## config.mk

```make
export PLATFORM = sky130hd
export DESIGN_NAME = cpu_fetch_prefetch
export DESIGN_NICKNAME = d
export VERILOG_FILES = /design/src/rtl/cpu_fetch_prefetch_pkg.sv /design/src/rtl/cpu_fetch_prefetch_fifo.sv /design/src/rtl/cpu_fetch_prefetch.sv
export SDC_FILE = /design/constraint.sdc
export NUM_CORES = 1
export LEC_CHECK = 0
export ABC_AREA = 1
export BUFFER_PORTS_ARGS = -buffer_cell sky130_fd_sc_hd__buf_2
export CORE_AREA = 5 5 203 205
export CTS_BUF_LIST = sky130_fd_sc_hd__clkbuf_8 sky130_fd_sc_hd__clkbuf_16
export DETAILED_ROUTE_END_ITERATION = 10
export DIE_AREA = 0 0 208 210
export GPL_TIMING_DRIVEN = 0
export MAX_ROUTING_LAYER = met4
export PLACE_DENSITY = 0.83
export RECOVER_POWER = 25
export SYNTH_ARGS = -nofsm -noshare
export SYNTH_HDL_FRONTEND = slang
export SYNTH_HIERARCHICAL = 1
export SYNTH_SLANG_ARGS = --single-unit
```

## constraint.sdc

```tcl
create_clock -name i_clock -period 20.1 [get_ports i_clock]
set_clock_uncertainty 0.2 [all_clocks]
set_input_delay 4.02 -clock i_clock [delete_from_list [all_inputs] [get_ports i_clock]]
set_output_delay 4.02 -clock i_clock [all_outputs]
set_load 0.03 [all_outputs]
```

## src/rtl/cpu_fetch_prefetch_pkg.sv

```systemverilog
// Shared fetch types: queued instruction record, fetch FSM states, opcodes,
// immediate extraction and register-index decode used by the prefetch stage.
package cpu_fetch_prefetch_pkg;

  typedef enum logic [1:0] {FETCH, WAIT_JUMP, WAIT_IRQ} fetch_state_t;

  // Register indices are {fp_bank, index}; zero when the operand is absent.
  typedef struct packed {
    logic [31:0] pc;
    logic [31:0] instruction;
    logic [5:0]  inst_rs1;
    logic [5:0]  inst_rs2;
    logic [5:0]  inst_rs3;
    logic [5:0]  inst_rd;
    logic        predicted_taken;
  } fetch_pred_t;

  typedef struct packed {
    logic [5:0] rs1;
    logic [5:0] rs2;
    logic [5:0] rs3;
    logic [5:0] rd;
  } reg_idx_t;

  localparam logic [6:0] OPC_OP       = 7'b0110011;
  localparam logic [6:0] OPC_OP_IMM   = 7'b0010011;
  localparam logic [6:0] OPC_LOAD     = 7'b0000011;
  localparam logic [6:0] OPC_STORE    = 7'b0100011;
  localparam logic [6:0] OPC_BRANCH   = 7'b1100011;
  localparam logic [6:0] OPC_JAL      = 7'b1101111;
  localparam logic [6:0] OPC_JALR     = 7'b1100111;
  localparam logic [6:0] OPC_LUI      = 7'b0110111;
  localparam logic [6:0] OPC_AUIPC    = 7'b0010111;
  localparam logic [6:0] OPC_SYSTEM   = 7'b1110011;
  localparam logic [6:0] OPC_LOAD_FP  = 7'b0000111;
  localparam logic [6:0] OPC_STORE_FP = 7'b0100111;
  localparam logic [6:0] OPC_OP_FP    = 7'b1010011;
  localparam logic [6:0] OPC_MADD     = 7'b1000011;
  localparam logic [6:0] OPC_MSUB     = 7'b1000111;
  localparam logic [6:0] OPC_NMSUB    = 7'b1001011;
  localparam logic [6:0] OPC_NMADD    = 7'b1001111;

  localparam logic [31:0] INST_ECALL = 32'h0000_0073;
  localparam logic [31:0] INST_WFI   = 32'h1050_0073;
  localparam logic [31:0] INST_MRET  = 32'h3020_0073;

  function automatic logic [31:0] imm_j(input logic [31:0] inst);
    return {{12{inst[31]}}, inst[19:12], inst[20], inst[30:21], 1'b0};
  endfunction

  function automatic logic [31:0] imm_b(input logic [31:0] inst);
    return {{20{inst[31]}}, inst[7], inst[30:25], inst[11:8], 1'b0};
  endfunction

  function automatic reg_idx_t decode_regs(input logic [31:0] inst);
    logic h1, h2, h3, hd, f1, f2, f3, fd;
    logic [4:0] f5;
    reg_idx_t r;
    f5 = inst[31:27];
    {h1, h2, h3, hd} = 4'b0000;
    {f1, f2, f3, fd} = 4'b0000;
    case (inst[6:0])
      OPC_OP:                           {h1, h2, hd} = 3'b111;
      OPC_OP_IMM, OPC_LOAD, OPC_JALR:   {h1, hd} = 2'b11;
      OPC_STORE, OPC_BRANCH:            {h1, h2} = 2'b11;
      OPC_LUI, OPC_AUIPC, OPC_JAL:      hd = 1'b1;
      OPC_SYSTEM: begin
        hd = (inst[14:12] != 3'b000);
        h1 = (inst[14:12] != 3'b000) && !inst[14];
      end
      OPC_LOAD_FP:                      {h1, hd, fd} = 3'b111;
      OPC_STORE_FP:                     {h1, h2, f2} = 3'b111;
      // Compares, FCVT.W and FMV.X write the integer bank; FCVT.S.W and FMV.W.X read it.
      OPC_OP_FP: begin
        h1 = 1'b1;
        hd = 1'b1;
        f2 = 1'b1;
        h2 = (f5[4:3] == 2'b00) || (f5 == 5'b10100);
        f1 = !((f5[4:3] == 2'b11) && f5[1]);
        fd = !f5[4] || ((f5[4:3] == 2'b11) && f5[1]);
      end
      OPC_MADD, OPC_MSUB, OPC_NMSUB, OPC_NMADD: {h1, h2, h3, hd, f1, f2, f3, fd} = 8'hFF;
      default: ;
    endcase
    r.rs1 = h1 ? {f1, inst[19:15]} : 6'd0;
    r.rs2 = h2 ? {f2, inst[24:20]} : 6'd0;
    r.rs3 = h3 ? {f3, inst[31:27]} : 6'd0;
    r.rd  = hd ? {fd, inst[11:7]}  : 6'd0;
    return r;
  endfunction

endpackage

```

## src/rtl/cpu_fetch_prefetch_fifo.sv

```systemverilog
// DEPTH-entry synchronous FIFO with wrapping pointers and a clear that
// overrides any same-cycle push or pop; reads as zero while empty.
module cpu_fetch_fifo #(
  parameter int DEPTH = 4,
  parameter int WIDTH = 8
) (
  input  logic             clk_sys,
  input  logic             rst,
  input  logic             clr,
  input  logic             push,
  input  logic             pop,
  input  logic [WIDTH-1:0] wdata,
  output logic [WIDTH-1:0] rdata,
  output logic             full,
  output logic             empty
);
  localparam int AW = $clog2(DEPTH);
  localparam logic [AW:0] FULL_CNT = (AW+1)'(DEPTH);

  logic [WIDTH-1:0] mem [DEPTH];
  logic [AW-1:0]    wr_ptr, rd_ptr;
  logic [AW:0]      count;

  assign full  = (count == FULL_CNT);
  assign empty = (count == '0);
  assign rdata = empty ? '0 : mem[rd_ptr];

  always_ff @(posedge clk_sys) begin
    if (push && !clr) mem[wr_ptr] <= wdata;
  end

  always_ff @(posedge clk_sys) begin
    if (rst || clr) begin
      wr_ptr <= '0;
      rd_ptr <= '0;
      count  <= '0;
    end else begin
      if (push) wr_ptr <= wr_ptr + 1'b1;
      if (pop)  rd_ptr <= rd_ptr + 1'b1;
      case ({push, pop})
        2'b10:   count <= count + 1'b1;
        2'b01:   count <= count - 1'b1;
        default: count <= count;
      endcase
    end
  end
endmodule

```

## src/rtl/cpu_fetch_prefetch.sv

```systemverilog
// Fetch stage: PC generator with static branch prediction feeding a prefetch
// queue between the ICache and decode.
//   state     | meaning
//   FETCH     | request o_icache_pc, push returned words while the queue has room
//   WAIT_JUMP | unpredicted control flow queued; idle until execute flushes
//   WAIT_IRQ  | ECALL/WFI queued; idle until a flush or interrupt dispatch
module cpu_fetch_prefetch
  import cpu_fetch_prefetch_pkg::*;
#(
  parameter logic [31:0] RESET_VECTOR = 32'h0,
  parameter int          DEPTH        = 4,
  parameter bit          PREDICT      = 1'b1
) (
  input  logic        i_clock,
  input  logic        i_reset,
  input  logic        i_flush,
  input  logic [31:0] i_flush_pc,
  input  logic        i_irq_pending,
  input  logic [31:0] i_irq_pc,
  output logic        o_irq_dispatched,
  output logic [31:0] o_irq_epc,
  output logic [31:0] o_icache_pc,
  input  logic        i_icache_ready,
  input  logic [31:0] i_icache_rdata,
  output logic        o_valid,
  input  logic        i_ready,
  output fetch_pred_t o_data,
  output logic [31:0] o_starve
);
  fetch_state_t state, state_nxt;
  logic [31:0]  pc, pc_nxt;
  logic         irq_r, dispatch, fifo_clr;
  logic         push, pop, taken, full, empty;
  fetch_pred_t  push_data, head;
  reg_idx_t     regs;

  assign regs        = decode_regs(i_icache_rdata);
  assign o_valid     = !empty;
  assign o_data      = head;
  assign o_icache_pc = pc;
  // Edge detection only runs where irq_r is tracking, so a deferred edge in
  // WAIT_JUMP is taken once the redirect returns to FETCH.
  assign dispatch    = !i_flush && !irq_r && i_irq_pending && (state != WAIT_JUMP);
  assign fifo_clr    = i_flush || dispatch;
  assign pop         = o_valid && i_ready;
  assign push_data   = '{pc: pc, instruction: i_icache_rdata, inst_rs1: regs.rs1,
                         inst_rs2: regs.rs2, inst_rs3: regs.rs3, inst_rd: regs.rd,
                         predicted_taken: taken};

  always_comb begin
    state_nxt = state;
    pc_nxt    = pc;
    push      = 1'b0;
    taken     = 1'b0;
    if (state == FETCH && i_icache_ready && !full) begin
      push   = 1'b1;
      pc_nxt = pc + 32'd4;
      case (i_icache_rdata[6:0])
        OPC_JAL: begin
          if (PREDICT) begin
            pc_nxt = pc + imm_j(i_icache_rdata);
            taken  = 1'b1;
          end else begin
            pc_nxt    = pc;
            state_nxt = WAIT_JUMP;
          end
        end
        OPC_BRANCH: begin
          if (!PREDICT) begin
            pc_nxt    = pc;
            state_nxt = WAIT_JUMP;
          end else if (i_icache_rdata[31]) begin
            pc_nxt = pc + imm_b(i_icache_rdata);
            taken  = 1'b1;
          end
        end
        OPC_JALR: begin
          pc_nxt    = pc;
          state_nxt = WAIT_JUMP;
        end
        OPC_SYSTEM: begin
          if (i_icache_rdata == INST_MRET) begin
            pc_nxt    = pc;
            state_nxt = WAIT_JUMP;
          end else if (i_icache_rdata == INST_ECALL || i_icache_rdata == INST_WFI) begin
            state_nxt = WAIT_IRQ;
          end
        end
        default: ;
      endcase
    end
    if (dispatch) begin
      pc_nxt    = i_irq_pc;
      state_nxt = FETCH;
    end
    if (i_flush) begin
      pc_nxt    = i_flush_pc;
      state_nxt = FETCH;
    end
  end

  always_ff @(posedge i_clock) begin
    if (i_reset) begin
      state            <= FETCH;
      pc               <= RESET_VECTOR;
      irq_r            <= 1'b0;
      o_irq_dispatched <= 1'b0;
      o_irq_epc        <= '0;
      o_starve         <= '0;
    end else begin
      state            <= state_nxt;
      pc               <= pc_nxt;
      o_irq_dispatched <= dispatch;
      if (state != WAIT_JUMP) irq_r <= i_irq_pending;
      if (dispatch) o_irq_epc <= empty ? pc : head.pc;
      if (i_ready && !o_valid) o_starve <= o_starve + 32'd1;
    end
  end

  cpu_fetch_fifo #(.DEPTH(DEPTH), .WIDTH($bits(fetch_pred_t))) u_fifo (
    .clk_sys (i_clock),
    .rst     (i_reset),
    .clr     (fifo_clr),
    .push    (push),
    .pop     (pop),
    .wdata   (push_data),
    .rdata   (head),
    .full    (full),
    .empty   (empty)
  );
endmodule

```

---- Yosys cells after proc, flatten, opt, wreduce, memory -nomap -nowiden ----
Memories as Yosys holds them, arrays and structs flattened. A register that Yosys moved wholly into a read port is not among the register bits.
Cells that the tools add are included.
operators by class
  add/sub/neg operators ................... 8
  equal/unequal tests ..................... 29
  muxes and demuxes ....................... 31
  reductions and logical operators ........ 39
operator list
  operator                 number
  $mux W32                 6
  $pmux W32 S4             1
  $mux W89                 1
  $add A32 B32 Y32         2
  $eq A7 B7 Y1 const B     9
  $add A32 B1 Y32 const B  1
  $add A32 B3 Y32 const B  1
  $eq A32 B29 Y1 const B   1
  $eq A32 B30 Y1 const B   1
  $eq A32 B7 Y1 const B    1
  $eq A7 B6 Y1 const B     4
  $reduce_or A13 Y1        2
  $mux W6                  4
  $eq A7 B5 Y1 const B     2
  $pmux W1 S2              6
  $logic_and A1 B1 Y1      10
  $logic_not A1 Y1         8
  $mux W2                  4
  $reduce_or A8 Y1         1
  $eq A7 B2 Y1 const B     1
  $eq A7 B3 Y1 const B     1
  $mux W1                  7
  $ne A3 B3 Y1 const B     2
  $pmux W3 S2              1
  20 further kinds         30
word-level totals
  register bits ........................... 107
  RAM bits ................................ 356
  bits of input ports ..................... 102
  output and inout port bits .............. 187
  memories ................................ 1
memories
  name        depth  width  rd ports  clocked after Yosys merged registers in  write ports  line                           source
  u_fifo.mem  4      89     1         1                                        1            cpu_fetch_prefetch_fifo.sv:20  logic [WIDTH-1:0] mem [DEPTH];

---- Logic depth before layout (Yosys ltp) ----
  depth in word-level cells ............... 9
  gate-level depth with buffers ........... 17
  depth with buffers taken out ............ 17

---- Modules after synthesis ----
Netlist, hierarchy kept.
by module, submodules not included
  module              times used  cells an instance  area an instance (um^2)  seq. area each (um^2)
  cpu_fetch_fifo      1           1,198              14,435.1                 10,870.4
  cpu_fetch_prefetch  1           1,774              10,278.6                 2,001.9

---- Worst setup path after synthesis ----
No wires, ideal clock.
  kind .................................... input -> register
  start ................................... input i_irq_pending
  end ..................................... memory u_fifo/mem[0][0] in the netlist's numbering, enable pin
  arrival time ............................ 8,453 ps
  required time ........................... 19,363 ps
  setup slack ............................. 10,909 ps
  stages on the path ...................... 6
  buffers on the path ..................... 1
  cell sequence ........................... nand2_1 > or2_1 > buf_2 > nand2_2 > or2_2 > nor2_1
between the ends
  longest elaborated chain between the ends .. 7
RTL lines
  what                               line                           source
  from (decl)                        cpu_fetch_prefetch.sv:18       input logic i_irq_pending,
  $logic_and A1 B1 Y1 (2 in series)  cpu_fetch_prefetch.sv:43       assign dispatch = !i_flush && !irq_r && i_irq_pending && (state != WAIT_JUMP);
  $logic_or A1 B1 Y1                 cpu_fetch_prefetch.sv:44       assign fifo_clr = i_flush || dispatch;
  via fifo_clr                       cpu_fetch_prefetch.sv:32       logic irq_r, dispatch, fifo_clr;
  $logic_not A1 Y1                   cpu_fetch_prefetch_fifo.sv:29  if (push && !clr) mem[wr_ptr] <= wdata;
  $logic_and A1 B1 Y1                cpu_fetch_prefetch_fifo.sv:29
  $mux W1                            cpu_fetch_prefetch_fifo.sv:29
  $mux W1 (implied by the code)      cpu_fetch_prefetch_fifo.sv:29
  to (decl)                          cpu_fetch_prefetch_fifo.sv:20
The timed path passes the listed nets, and every way through them passes these cells.

---- Final worst setup path ----
  start ................................... register u_fifo.count[1]
  end ..................................... output o_valid
between the ends
  longest elaborated chain between the ends .. 2
RTL lines
  what                    line                           source
  from (decl)             cpu_fetch_prefetch_fifo.sv:22  logic [AW:0] count;
  from (signal assigned)  cpu_fetch_prefetch_fifo.sv:41  2'b10: count <= count + 1'b1;
  from (signal assigned)  cpu_fetch_prefetch_fifo.sv:42  2'b01: count <= count - 1'b1;
  from (signal assigned)  cpu_fetch_prefetch_fifo.sv:43  default: count <= count;
  $logic_not A3 Y1        cpu_fetch_prefetch_fifo.sv:25  assign empty = (count == '0);
  via empty               cpu_fetch_prefetch.sv:33       logic push, pop, taken, full, empty;
  $logic_not A1 Y1        cpu_fetch_prefetch.sv:38       assign o_valid = !empty;
  to (decl)               cpu_fetch_prefetch.sv:25       output logic o_valid,
The timed path passes the listed nets, and every way through them passes these cells.

==> summary.txt <==
Yosys
  – Synthesis-stage register bit count: 465
  – Ys async rst share: 0%
  – Post-synthesis cell count: 2972
  – Simple-gate share of the synthesized area: 26.1%
  – Synthesized cell area: 0.0247 mm2
  – Share of the synthesized area in the top cell type: 43.3%
  – Ys Warns: 6
  – EDFF count, synth: 356
  – Top post-synthesis cells by area: edfxtp_1 43%, nand2_1 13%, dfxtp_1 8.8%
  – Largest family of logic cells by synthesized area: simple AND/OR/NAND/NOR gates
  – Mean post-synth cell area: 8.32 um2
  – Post-synth top area cell: edfxtp_1
  – Yosys cell types: 59
  – Adder-cell share of the synthesized area: 2.77%
  – Compound-Gate Fraction of Synth Area: 11.0%
  – Post-Synth XOR/XNOR Area: 0.957%
  – Synthesized Nets: 3127
  – Post-synth top flop: edfxtp_1
  – Post-synthesis sequential area ratio: 52.1%
  – Proportion of synthesized area in mux cells: 0%

Timing
  – RSZ-0062 raised after global routing: no
  – Max frequency: 135 MHz
  – Tcrit/Tclk final: 36.9%
  – Min cycle time layout: 7410 ps
  – Slew headroom: 18.4%
  – Slew @ Worst Pin: 1220 ps
  – Setup WS post-layout: 12690 ps
  – Final setup vio count: 0
  – Final Hold Viols: 0
  – Setup_tns: 0 ps
  – Slew Viols, Final: 0

Global route
  – Vias in the first global route: 22600
  – First-pass GRT wire length: 130000 um
  – Initial antenna violation count: 2
  – GR Util All Layers: 39.6%
  – Pin count of the biggest net entering global routing: 34
  – Grt ovf: 0

Layout
  – Area Growth Syn to Fin: 15.7%
  – Cell area after layout: 0.0286 mm2
  – Most frequent cells in the layout: 879 x nand2_1, 384 x nor2_1, 356 x edfxtp_1
  – Most common cell after layout, fill and taps aside: nand2_1
  – Layout cell share with drive strength beyond 1: 15.1%
  – Final #Nets: 3475

Floorplan
  – Starting Density: 62.9%
  – # IOs: 289
  – Core area: 0.0393 mm2
  – Std-Cell Rows: 73
  – Die width: 208 um
  – Die H: 210 um
  – Die area: 0.0437 mm2

Clock network
  – CTS tree: yes
  – Setup Fix Bufs, Post-CTS: 0
  – Clock sinks: 465
  – Resize count post-CTS: 0
  – Deepest level of the CTS H-tree: 2
  – CTS Buf Count: 47
  – Root buffer cell: clkbuf_16
  – Cts hold-fix bufs: 0
  – Clk buf depth: 3
  – CTS clk-pin slew, worst paths: 60 ps
  – Clock latency on the worst-skew pair: 590 ps

Detailed routing
  – DRT iter0 DRCs: 2951
  – DR vias/cell: 6.09
  – Metal2 WL: 41000 um
  – DRT Wirelength: 87400 um
  – DR WL met3: 9840 um
  – First drt pass iteration count: 9
  – DRC viols: 1
  – Highest routed layer: met4
  – WL met1: 31800 um
  – Total number of vias: 23600
  – WL/cell: 22.5 um
  – ANT nets after route: 0

Setup path
  – Req. time, crit path: 15880 ps
  – CP startpoint kind: register
  – Worst Path Max Fanout: 10
  – Setup Crit Path Kind: register to output port
  – Critical Path AT: 3190 ps
  – Setup crit end kind: output port
  – Reg2reg start: u_fifo/count[1]
  – Crit path launch: u_fifo/count[1]

Power
  – Sequential power share: 47.4%
  – Maximum vdd ir drop: 0.0000651 V
  – P_sw: 656 uW
  – Combinational share of power: 14.7%
  – Int Pwr: 1650 uW
  – Pwr dens: 80.8 mW/mm2
  – Power Total: 2310 uW
  – Static leakage: 0.0124 uW
  – Clock power share: 37.9%
  – Sw frac: 28.4%

Hold path
  – Worst hold path class: register to register
  – Hold Startpoint: state[0]

Run status
  – Status: finished with violations
  – Failing checks: design-rule violations

Place
  – Input/output buffers: 288
  – GPL Wtd Cong: 1.02
  – Dpl hpwl: 64000 um
  – Post-place instance area: 0.0271 mm2
  – Pre-CTS WS: 13160 ps

Flow run
  – Max Cap Violations: 0
==> state kept, by name, indices dropped and copies added, names as in the netlist, named ones only <==
name / cells
o_irq_epc: 32
u_fifo/wr_ptr: 2
u_fifo/rd_ptr: 2
u_fifo/mem: 356
state: 2
u_fifo/count: 3
o_irq_dispatched: 1
irq_r: 1
o_starve: 32
o_icache_pc: 32
==> cells in the mapped netlist (all sizes together) (9+ instances only) <==
master  count
nor3       41
nor4       14
o21bai      9
clkbuf     46
ha         50
xor2       21
nand4      39
or2        16
buf       108
o22ai      15
nand3     133
nand3b     12
nand2     884
inv       227
a21oi     218
edfxtp    356
nor2      399
dfxtp     109
o21ai     193
a31oi      37
==> power by group through the flow <==
stage          sequential [uW]  clock [uW]  combinational, uW
6_report                  1100         875                339
3_3_place_gp              1110           0                322
2_1_floorplan             1100           0                208
4_1_cts                   1090         871                333
3_5_place_dp              1110           0                330
5_1_grt                   1100         917                366
==> per-stage QoR <==
stage	std cells	hold WS (ps)	utilization [%]
2_1_floorplan	2972	212	-
6_report	3884	285	72.8
5_1_grt	3884	277	72.8
4_1_cts	3883	276	72.9
3_5_place_dp	3796	269	68.9
3_3_place_gp	3785	222	68.3
==> layer usage <==
metal	track usage, %	vias up
met2	63.3	1698
met4	18.3	0
met3	7.47	313
li1	-	10600
met5	-	-
met1	49.4	11000
==> layout make-up <==
type                       instances  area, um2
clock inverter                    34        263
buffer                           154        902
tap                              525        657
multi-input combinational       2126      10100
fill                            2827      10700
clock buffer                      53       1280
antenna                            1       2.50
timing repair buffer             299       1640
inverter                         227        860
sequential                       465      12900
==> kinds of logic (layout without fill, tap and decap cells) <==
kind of cell | Yosys count | count (layout)
simple gates | 1544 | 1544
buf+inv | 381 | 767
fa+ha+maj | 53 | 53
flops | 465 | 465
xor+xnor | 27 | 27
compound gates | 502 | 502
other cells | 0 | 1
==> critical path, stage by stage (launching register included) <==
cell and delay, ps:
dfxtp_1 340, nor3_2 980, buf_2 400, buf_4 230
inv_1 140, clkbuf_1 260, buf_2 250
==> final timing paths <==
kind | cells after the start | to | slack [ps]
max | 6 | o_valid | 12690
min | 2 | state[0] | 280
max reg2reg | 9 | u_fifo/count[1] | 16260
min reg2reg | 2 | state[0] | 280
Power figures use the tool's default switching activity.
